### src/rtl/bcd_countdown_timer.sv
`default_nettype none
// +--------------------------------------------------------------------------+
// | Module      : bcd_countdown_timer                                        |
// | Description : N-digit packed-BCD countdown timer with built-in tick      |
// |               prescaler, pause/resume, saturating bonus-time add and a   |
// |               low-time warning flag.                                     |
// | Ports       : clk, rst          clock, synchronous active-high reset     |
// |               load/load_value   load a start value, restart prescaler    |
// |               enable            level, 1 = run, 0 = pause                |
// |               bonus_add/value   add bonus time while running or paused   |
// |               digits            current value, packed BCD                |
// |               timeout           one-cycle pulse on count-down expiry     |
// |               expired/running   state levels                             |
// |               warning           0 < value <= WARN_VALUE while RUN/PAUSE  |
// | Revision    : 1.0 - initial release                                      |
// +--------------------------------------------------------------------------+
module bcd_countdown_timer #(
   parameter int          NUM_DIGITS  = 2,
   parameter int          TICK_CYCLES = 50_000_000,
   parameter logic [31:0] WARN_VALUE  = 32'h10
) (
   input  logic                    clk,
   input  logic                    rst,
   input  logic                    load,
   input  logic [4*NUM_DIGITS-1:0] load_value,
   input  logic                    enable,
   input  logic                    bonus_add,
   input  logic [4*NUM_DIGITS-1:0] bonus_value,
   output logic [4*NUM_DIGITS-1:0] digits,
   output logic                    timeout,
   output logic                    expired,
   output logic                    running,
   output logic                    warning
);

   localparam int                     c_width   = 4 * NUM_DIGITS;
   localparam int                     c_cnt_w   = $clog2(TICK_CYCLES);
   localparam logic [c_cnt_w-1:0]     c_cnt_max = c_cnt_w'(TICK_CYCLES - 1);
   localparam logic [c_width-1:0]     c_all9    = {NUM_DIGITS{4'h9}};
   localparam logic [c_width-1:0]     c_warn    = WARN_VALUE[c_width-1:0];

   typedef enum logic [1:0] {
      ST_IDLE    = 2'd0,
      ST_RUN     = 2'd1,
      ST_PAUSE   = 2'd2,
      ST_EXPIRED = 2'd3
   } state_t;

   // Any digit above 9 is forced to 9.
   function automatic logic [c_width-1:0] clamp_bcd(input logic [c_width-1:0] v);
      logic [c_width-1:0] r;
      r = '0;
      for (int i = 0; i < NUM_DIGITS; i++) begin
         r[4*i +: 4] = (v[4*i +: 4] > 4'd9) ? 4'd9 : v[4*i +: 4];
      end
      return r;
   endfunction

   // Digit-serial BCD add; a carry out of the top digit saturates to all 9s.
   function automatic logic [c_width-1:0] add_bcd_sat(input logic [c_width-1:0] a,
                                                      input logic [c_width-1:0] b);
      logic [c_width-1:0] r;
      logic [4:0]         s;
      logic               c;
      r = '0;
      c = 1'b0;
      for (int i = 0; i < NUM_DIGITS; i++) begin
         s = {1'b0, a[4*i +: 4]} + {1'b0, b[4*i +: 4]} + {4'b0, c};
         if (s > 5'd9) begin
            s           = s - 5'd10;
            c           = 1'b1;
         end else begin
            c           = 1'b0;
         end
         r[4*i +: 4] = s[3:0];
      end
      return c ? c_all9 : r;
   endfunction

   // BCD decrement by one; a zero digit under borrow becomes 9 and passes the borrow on.
   function automatic logic [c_width-1:0] dec_bcd(input logic [c_width-1:0] v);
      logic [c_width-1:0] r;
      logic               b;
      r = v;
      b = 1'b1;
      for (int i = 0; i < NUM_DIGITS; i++) begin
         if (b) begin
            if (v[4*i +: 4] == 4'd0) begin
               r[4*i +: 4] = 4'd9;
            end else begin
               r[4*i +: 4] = v[4*i +: 4] - 4'd1;
               b           = 1'b0;
            end
         end
      end
      return r;
   endfunction

   state_t               state_q,   state_d;
   logic [c_width-1:0]   value_q,   value_d;
   logic [c_cnt_w-1:0]   count_q,   count_d;
   logic                 timeout_q, timeout_d;
   logic                 expired_q, expired_d;
   logic                 running_q, running_d;
   logic                 warning_q, warning_d;

   logic                 w_tick;
   logic [c_width-1:0]   w_bonus_sum;
   logic [c_width-1:0]   w_run_base;
   logic [c_width-1:0]   w_run_value;

   assign w_tick      = (state_q == ST_RUN) && (count_q == c_cnt_max);
   assign w_bonus_sum = add_bcd_sat(value_q, clamp_bcd(bonus_value));
   // Bonus is applied before the decrement so a same-cycle tick yields sat(v+b)-1.
   assign w_run_base  = bonus_add ? w_bonus_sum : value_q;
   assign w_run_value = w_tick ? dec_bcd(w_run_base) : w_run_base;

   always_comb begin
      state_d   = state_q;
      value_d   = value_q;
      count_d   = count_q;
      timeout_d = 1'b0;

      if (load) begin
         value_d = clamp_bcd(load_value);
         count_d = '0;
         if (value_d == '0) begin
            state_d = ST_IDLE;
         end else begin
            state_d = enable ? ST_RUN : ST_PAUSE;
         end
      end else begin
         case (state_q)
            ST_RUN: begin
               count_d = w_tick ? '0 : count_q + 1'b1;
               value_d = w_run_value;
               if (w_run_value == '0) begin
                  state_d   = ST_EXPIRED;
                  timeout_d = 1'b1;
               end else if (!enable) begin
                  state_d = ST_PAUSE;
               end
            end
            ST_PAUSE: begin
               if (bonus_add) begin
                  value_d = w_bonus_sum;
               end
               if (enable) begin
                  state_d = ST_RUN;
               end
            end
            ST_EXPIRED: begin
               value_d = '0;
            end
            default: begin
               state_d = ST_IDLE;
            end
         endcase
      end

      running_d = (state_d == ST_RUN);
      expired_d = (state_d == ST_EXPIRED);
      // Packed BCD orders the same as its unsigned binary reading.
      warning_d = ((state_d == ST_RUN) || (state_d == ST_PAUSE)) &&
                  (value_d != '0) && (value_d <= c_warn);
   end

   always_ff @(posedge clk) begin
      if (rst) begin
         state_q   <= ST_IDLE;
         value_q   <= '0;
         count_q   <= '0;
         timeout_q <= 1'b0;
         expired_q <= 1'b0;
         running_q <= 1'b0;
         warning_q <= 1'b0;
      end else begin
         state_q   <= state_d;
         value_q   <= value_d;
         count_q   <= count_d;
         timeout_q <= timeout_d;
         expired_q <= expired_d;
         running_q <= running_d;
         warning_q <= warning_d;
      end
   end

   assign digits  = value_q;
   assign timeout = timeout_q;
   assign expired = expired_q;
   assign running = running_q;
   assign warning = warning_q;

endmodule
`default_nettype wire

### config.mk
export PLATFORM = sky130hd
export DESIGN_NAME = bcd_countdown_timer
export DESIGN_NICKNAME = d
export VERILOG_FILES = /design/src/rtl/bcd_countdown_timer.sv
export SDC_FILE = /design/constraint.sdc
export NUM_CORES = 1
export LEC_CHECK = 0
export CORE_MARGIN = 2
export CORE_UTILIZATION = 51
export DETAILED_ROUTE_END_ITERATION = 7
export GPL_ROUTABILITY_DRIVEN = 0
export PLACE_DENSITY = 0.87
export RECOVER_POWER = 100
export SYNTH_ARGS = -nofsm -noshare
export SYNTH_HDL_FRONTEND = slang
export SYNTH_SLANG_ARGS = --single-unit
### constraint.sdc
create_clock -name clk -period 5.5 [get_ports clk]
set_clock_uncertainty 0.2 [all_clocks]
set_input_delay 1.1 -clock clk [delete_from_list [all_inputs] [get_ports clk]]
set_output_delay 1.1 -clock clk [all_outputs]
set_load 0.02 [all_outputs]
# == Word-level counts from Yosys, hierarchy flattened ==
# Index checks and enable logic that the tools add are counted.
# W data, S select, Z words.
# totals
reg_bits,40
latch_bits,0
ram_bits,0
rom_bits,0
output_inout_bits,12
word_cells,67
n_memories,0
# op_classes
addsub,8
n_mul,0
div_mod_pow,0
order_cmp,7
n_eq_ne,7
n_shift,0
mux,26
n_bitwise,1
reduce_logical,11
# ops
op,n
$mux W4,9
$mux W8,4
$add A26 B1 Y26 const B,1
$eq A26 B26 Y1 const B,1
$mux W26,1
$pmux W8 S3,1
$gt A4 B4 Y1 const B,4
$logic_not A8 Y1,2
$mux W2,6
$add A4 B4 Y5,2
$gt A5 B4 Y1 const B,2
$eq A2 B2 Y1 const B,4
$le A8 B5 Y1 const B,1
$logic_not A4 Y1,2
$reduce_bool A8 Y1,1
$sub A4 B1 Y4 const B,2
$sub A4 B4 Y4 const B,2
$pmux W2 S3,1
$add A5 B1 Y5,1
$eq A2 B1 Y1 const B,2
$mux W1,4
$logic_and A1 B1 Y1,3
$reduce_or A3 Y1,1
$reduce_or A2 Y1,1
other kinds (2),2

# == Depth between registers and ports, before layout ==
# logic_depth
word_depth,22
ltp_mapped,22

# == Least setup slack after synthesis ==
# Ideal clock, no wire load.
# synth_timing
kind,in2reg
startpoint,in bonus_value[2]
endpoint,"reg warning_q, in the netlist warning"
setup_time_ns,0.079
arrival_time_ns,5.498
t_required_ns,5.221
setup_slack_ns,-0.277
stages,22
n_path_buf,0
path_cell_list,o21ai_0 nand2b_1 ha_1 inv_1 fa_1 xor2_2 nand2_1 a21o_1 fa_1 fa_1 o22a_1 o2111ai_2 o21ai_1 o22ai_1 ha_1 nand2_1 a21oi_1 nor3b_1 and3_1 o31ai_1 nand4_1 a211oi_2
# synth_between
elab_chain_cells,22
word_cells_on_any_way,36
classes_between,add/sub: 6; order compare: 4; eq/ne: 2; mux: 17; reduce/logical: 7
# synth_rtl
element,line_no,text
"start, declared",28,"input logic [4*NUM_DIGITS-1:0] bonus_value,"
$gt A4 B4 Y1,54,r[4*i +: 4] = (v[4*i +: 4] > 4'd9) ? 4'd9 : v[4*i +: 4];
$mux W4 *,54,
$add A4 B4 Y5 *,68,"s = {1'b0, a[4*i +: 4]} + {1'b0, b[4*i +: 4]} + {4'b0, c};"
$gt A5 B4 Y1,69,if (s > 5'd9) begin
$mux W1,69,
$add A5 B1 Y5,68,
$sub A4 B4 Y4 or $gt A5 B4 Y1 (tied branches),"70, 69",
$mux W4 or $mux W1 (tied branches),69,
[6 not listed],-,
$logic_not A8 Y1,137,if (w_run_value == '0) begin
$mux W2,137,
$pmux W2 S3,133,case (state_q)
$mux W2,124,if (load) begin
$eq A2 B1 Y1 or $eq A2 B2 Y1 (tied branches),164,warning_d = ((state_d == ST_RUN) || (state_d == ST_PAUSE)) &&
$logic_or A1 B1 Y1,164,
$logic_and A1 B1 Y1,164,
$logic_and A1 B1 Y1 *,165,(value_d != '0) && (value_d <= c_warn);
"end signal, assigned",184,warning_q <= warning_d;
"end, declared",105,"logic warning_q, warning_d;"
# Mark *: on every way between the ends. The rest lies on a longest branch, timed or not.
# A chain may end at the register's enable or synchronous reset.

# == Worst setup path in the final report ==
# layout_timing
startpoint,in bonus_value[0]
endpoint,"reg warning_q, in the netlist warning"
# Same word-level chain as after synthesis.

==> results.md <==
- Result of the run: complete, no violations
- Share of layout cells above drive strength 1: 21.9%
- Pwr dens: around 230 nW/µm²
- Count of boundary I/O pins: 33
- Most used standard cell by instance count after synthesis: nor2_1
- Count of flip-flops with a built-in enable after synthesis: 0
- Worst R2R Path Depth: 17
- Nature of the critical path startpoint: primary input
- Htree depth: 2
- Worst EP required: between 5 and 6 ns
- Number of warnings printed during yosys synthesis: 0
- Clock-pin slew on the worst setup and hold paths: ~0.070 ns
- CP Class: in -> reg
- Pin count of the biggest net entering global routing: 23
- Sequential fraction of the synthesis area: around 28%
- Critical register-to-register path startpoint: digits[1]
- Hold Buf Count CTS: 0
- Relative area change from synthesis to final layout: 36.2%
- Worst-path maximum fanout: 4
- Reg-to-Reg End: warning
- Hold violation count in the final report: 0
- Post-layout instance area: between 3000 and 4000 µm²
- Final standard cell utilization of the core: between 70% and 80%
- Number of core rows: 27
- Worst-Margin Slew: 0.814 ns
- Hpwl dp: roughly 6000 µm
- Shortest period the worst path allows: 5.45 ns
- Post-Synthesis Cell Area: around 2900 µm²
- DR WL/cell: ~17 µm
- Number of vias in the routed layout: approximately 3200
- Gr ovfl total: 0
- Cell type contributing the most total cell area after synthesis: dfxtp_1
- Total power consumption of the routed design: 0.891 mW
- Mapped Nets: between 400 and 500
- Placed cells: 510
- Endpoint kind of the worst setup timing path: flop
- Post-layout net count: between 400 and 500
- Via count of the first global-routing pass: between 3000 and 4000
- Data arrival, critical path: 5.47 ns
- Overall die height: around 79 µm
- Setup Viol. Count Final: 0
- Capturing instance or port of the critical path: warning
- Total Routing Usage GR: a little over a quarter
- Reported leakage power: 1.59 nW
- CTS tree: built
- Number of diodes: 0
- List of most frequent post-synthesis cells: nor2_1, dfxtp_1, nand2_1
- Flip-flop and latch count after synthesis: 40
- Initial cell density of the core: roughly 53%
- Tcrit/Tclk final: between 90 and 100%
- Clock buffers created by TritonCTS: 5
- Remaining antenna violation count: 0
- R2r setup slk: 0.65 ns
- Maximum clock insertion buffer count: 2
- Fill cell count: between 400 and 500
- Core Region: around 5500 µm²
- Worst-skew pair later-pin latency: around 0.29 ns
- Horizontal extent of the die: between 70 and 80 µm
- Violation count after the first detailed-route iteration: 264
- Average size of a mapped cell: 7.78 µm²
- FFs w/ async S/R, synth: 0%
- Peak supply drop: between 0.2 and 0.25 mV
- Instance area after placement: approximately 3600 µm²
- Leading post-synthesis cells by cell area: dfxtp_1, nor2_1, ha_1
- Critical path startpoint: bonus_value[0]
- Die Area: approximately 6300 µm²
- Hold Path Depth: 2
- Count of input and output buffers: 32
- Worst min-delay path category: reg -> reg
- Total clock sinks: 40
- Syn Inst Count: 371
- Main flop type after synthesis: dfxtp_1
- Vias per cell: approximately 6.0
- Relative slew margins: between 40% and 50%
- Number of pins with negative max-slew slack in the final report: 0
- PnR worst setup slack: between 0.04 and 0.05 ns
- Count of distinct cell types in the synthesized netlist: 64
- Proportion of netlist area held by the largest area contributor: between 20% and 30%
- Highest clock rate: ~180 MHz
- Total iterations of the first detailed-routing run: 5
- Total wire length after detailed routing: ~9000 µm
- Non-filler cells in the finished layout: 528
- Max-capacitance violation count: 0
- Clk Tree Root Cell: clkbuf_8
- DRC violation count after routing: 0
- Initial antenna violation count: 0
- Setup slack after placement: -0.546 ns
- First-pass GRT wire length: about 14000 µm
-- power breakdown --
| group | total [mW] | switching (mW) | internal, mW |
|---|---|---|---|
| Clock | 0.258 | 0.0982 | 0.160 |
| Combinational | 0.324 | 0.162 | 0.162 |
| Sequential | 0.309 | 0.0130 | 0.296 |
-- registers in the layout, summed over array words and instances, names as in the netlist --
signal	flops
digits	8
running	1
timeout	1
expired	1
state_q	2
count_q	26
warning	1
-- through the flow --
stage | hold slack [ns] | setup TNS, ns
6_report | 0.284 | 0
4_1_cts | 0.281 | 0
3_3_place_gp | 0.257 | -2.27
3_5_place_dp | 0.270 | -3.61
2_1_floorplan | 0.249 | 0
5_1_grt | 0.319 | -0.169
-- logic make-up after synthesis --
| family | synth area share [%] |
|---|---|
| AND/OR/NAND/NOR | 32.7 |
| AO/OA/AOI/OAI | 20.0 |
| flip-flops | 27.8 |
| XOR/XNOR | 7.85 |
| buffers and inverters | 3.30 |
| adder cells (fa/ha/maj) | 7.72 |
| multiplexers | 0.694 |
-- per-layer routing --
layer | track usage (%) | share of wire, % | wire [µm]
met2 | 50.8 | 51 | 4440
met1 | 31.1 | 40 | 3500
met4 | 12.8 | 4.3 | 381
met5 | 0 | 0 | 0
met3 | 2.50 | 5.1 | 448
-- how the worst min path moves through the flow --
stage,startpoint,endpoint,slack (ns)
finish,count_q[1],count_q[1],0.28
global route,count_q[1],count_q[1],0.32
CTS,count_q[1],count_q[1],0.28
detailed placement,count_q[1],count_q[1],0.27
global placement,count_q[1],count_q[1],0.26
floorplan,count_q[1],count_q[1],0.25
-- cell type report --
| cell class | instances | area [µm²] | area share [%] |
|---|---|---|---|
| multi-input combinational | 307 | 2140 | 54.5 |
| sequential | 40 | 801 | 20.4 |
| timing repair buffer | 87 | 717 | 18.2 |
| clock buffer | 7 | 96.3 | 2.45 |
| tap | 72 | 90.1 | 2.29 |
| inverter | 14 | 52.6 | 1.34 |
| clock inverter | 1 | 30.0 | 0.764 |
-- critical path: stages --
cell	delay (ns)
dlygate4sd2_1	0.19
nand2b_4	0.12
ha_4	0.13
inv_2	0.04
fa_2	0.37
xor2_2	0.21
nand2_1	0.13
a21o_1	0.19
fa_2	0.36
fa_1	0.50
o22a_1	0.22
o2111ai_2	0.22
o211ai_1	0.17
a21bo_2	0.24
buf_4	0.14
or2_1	0.26
o31a_1	0.32
and2_4	0.15
a31o_1	0.21
a211oi_2	0.20
-- placed cells by master (no fill, tap or decap), drive strengths merged, types with 3 or more instances in the layout --
| cell type | n |
|---|---|
| a211oi | 3 |
| a21o | 6 |
| a21oi | 22 |
| and2 | 6 |
| and3 | 7 |
| and4 | 3 |
| buf | 55 |
| clkbuf | 10 |
| clkdlybuf4s50 | 15 |
| dfxtp | 40 |
| dlygate4sd3 | 13 |
| fa | 3 |
| ha | 13 |
| inv | 14 |
| nand2 | 36 |
| nand2b | 10 |
| nand3 | 9 |
| nand3b | 3 |
| nand4 | 8 |
| nor2 | 58 |
| nor2b | 10 |
| nor3 | 9 |
| nor3b | 5 |
| nor4 | 3 |
| nor4b | 4 |
| o211ai | 4 |
| o21a | 4 |
| o21ai | 13 |
| o22ai | 3 |
| o31a | 3 |
| o31ai | 3 |
| o32ai | 3 |
| or2 | 4 |
| or3 | 3 |
| xnor2 | 8 |
| xor2 | 17 |
-- timing repair --
action,CTS,global route
setup buffers,7,3
endpoints found under the hold margin,0,0
setup endpoints to repair,7,10
resized for setup,22,15
pin swaps,21,16
Note: power is estimated with default switching activity, not from simulation.
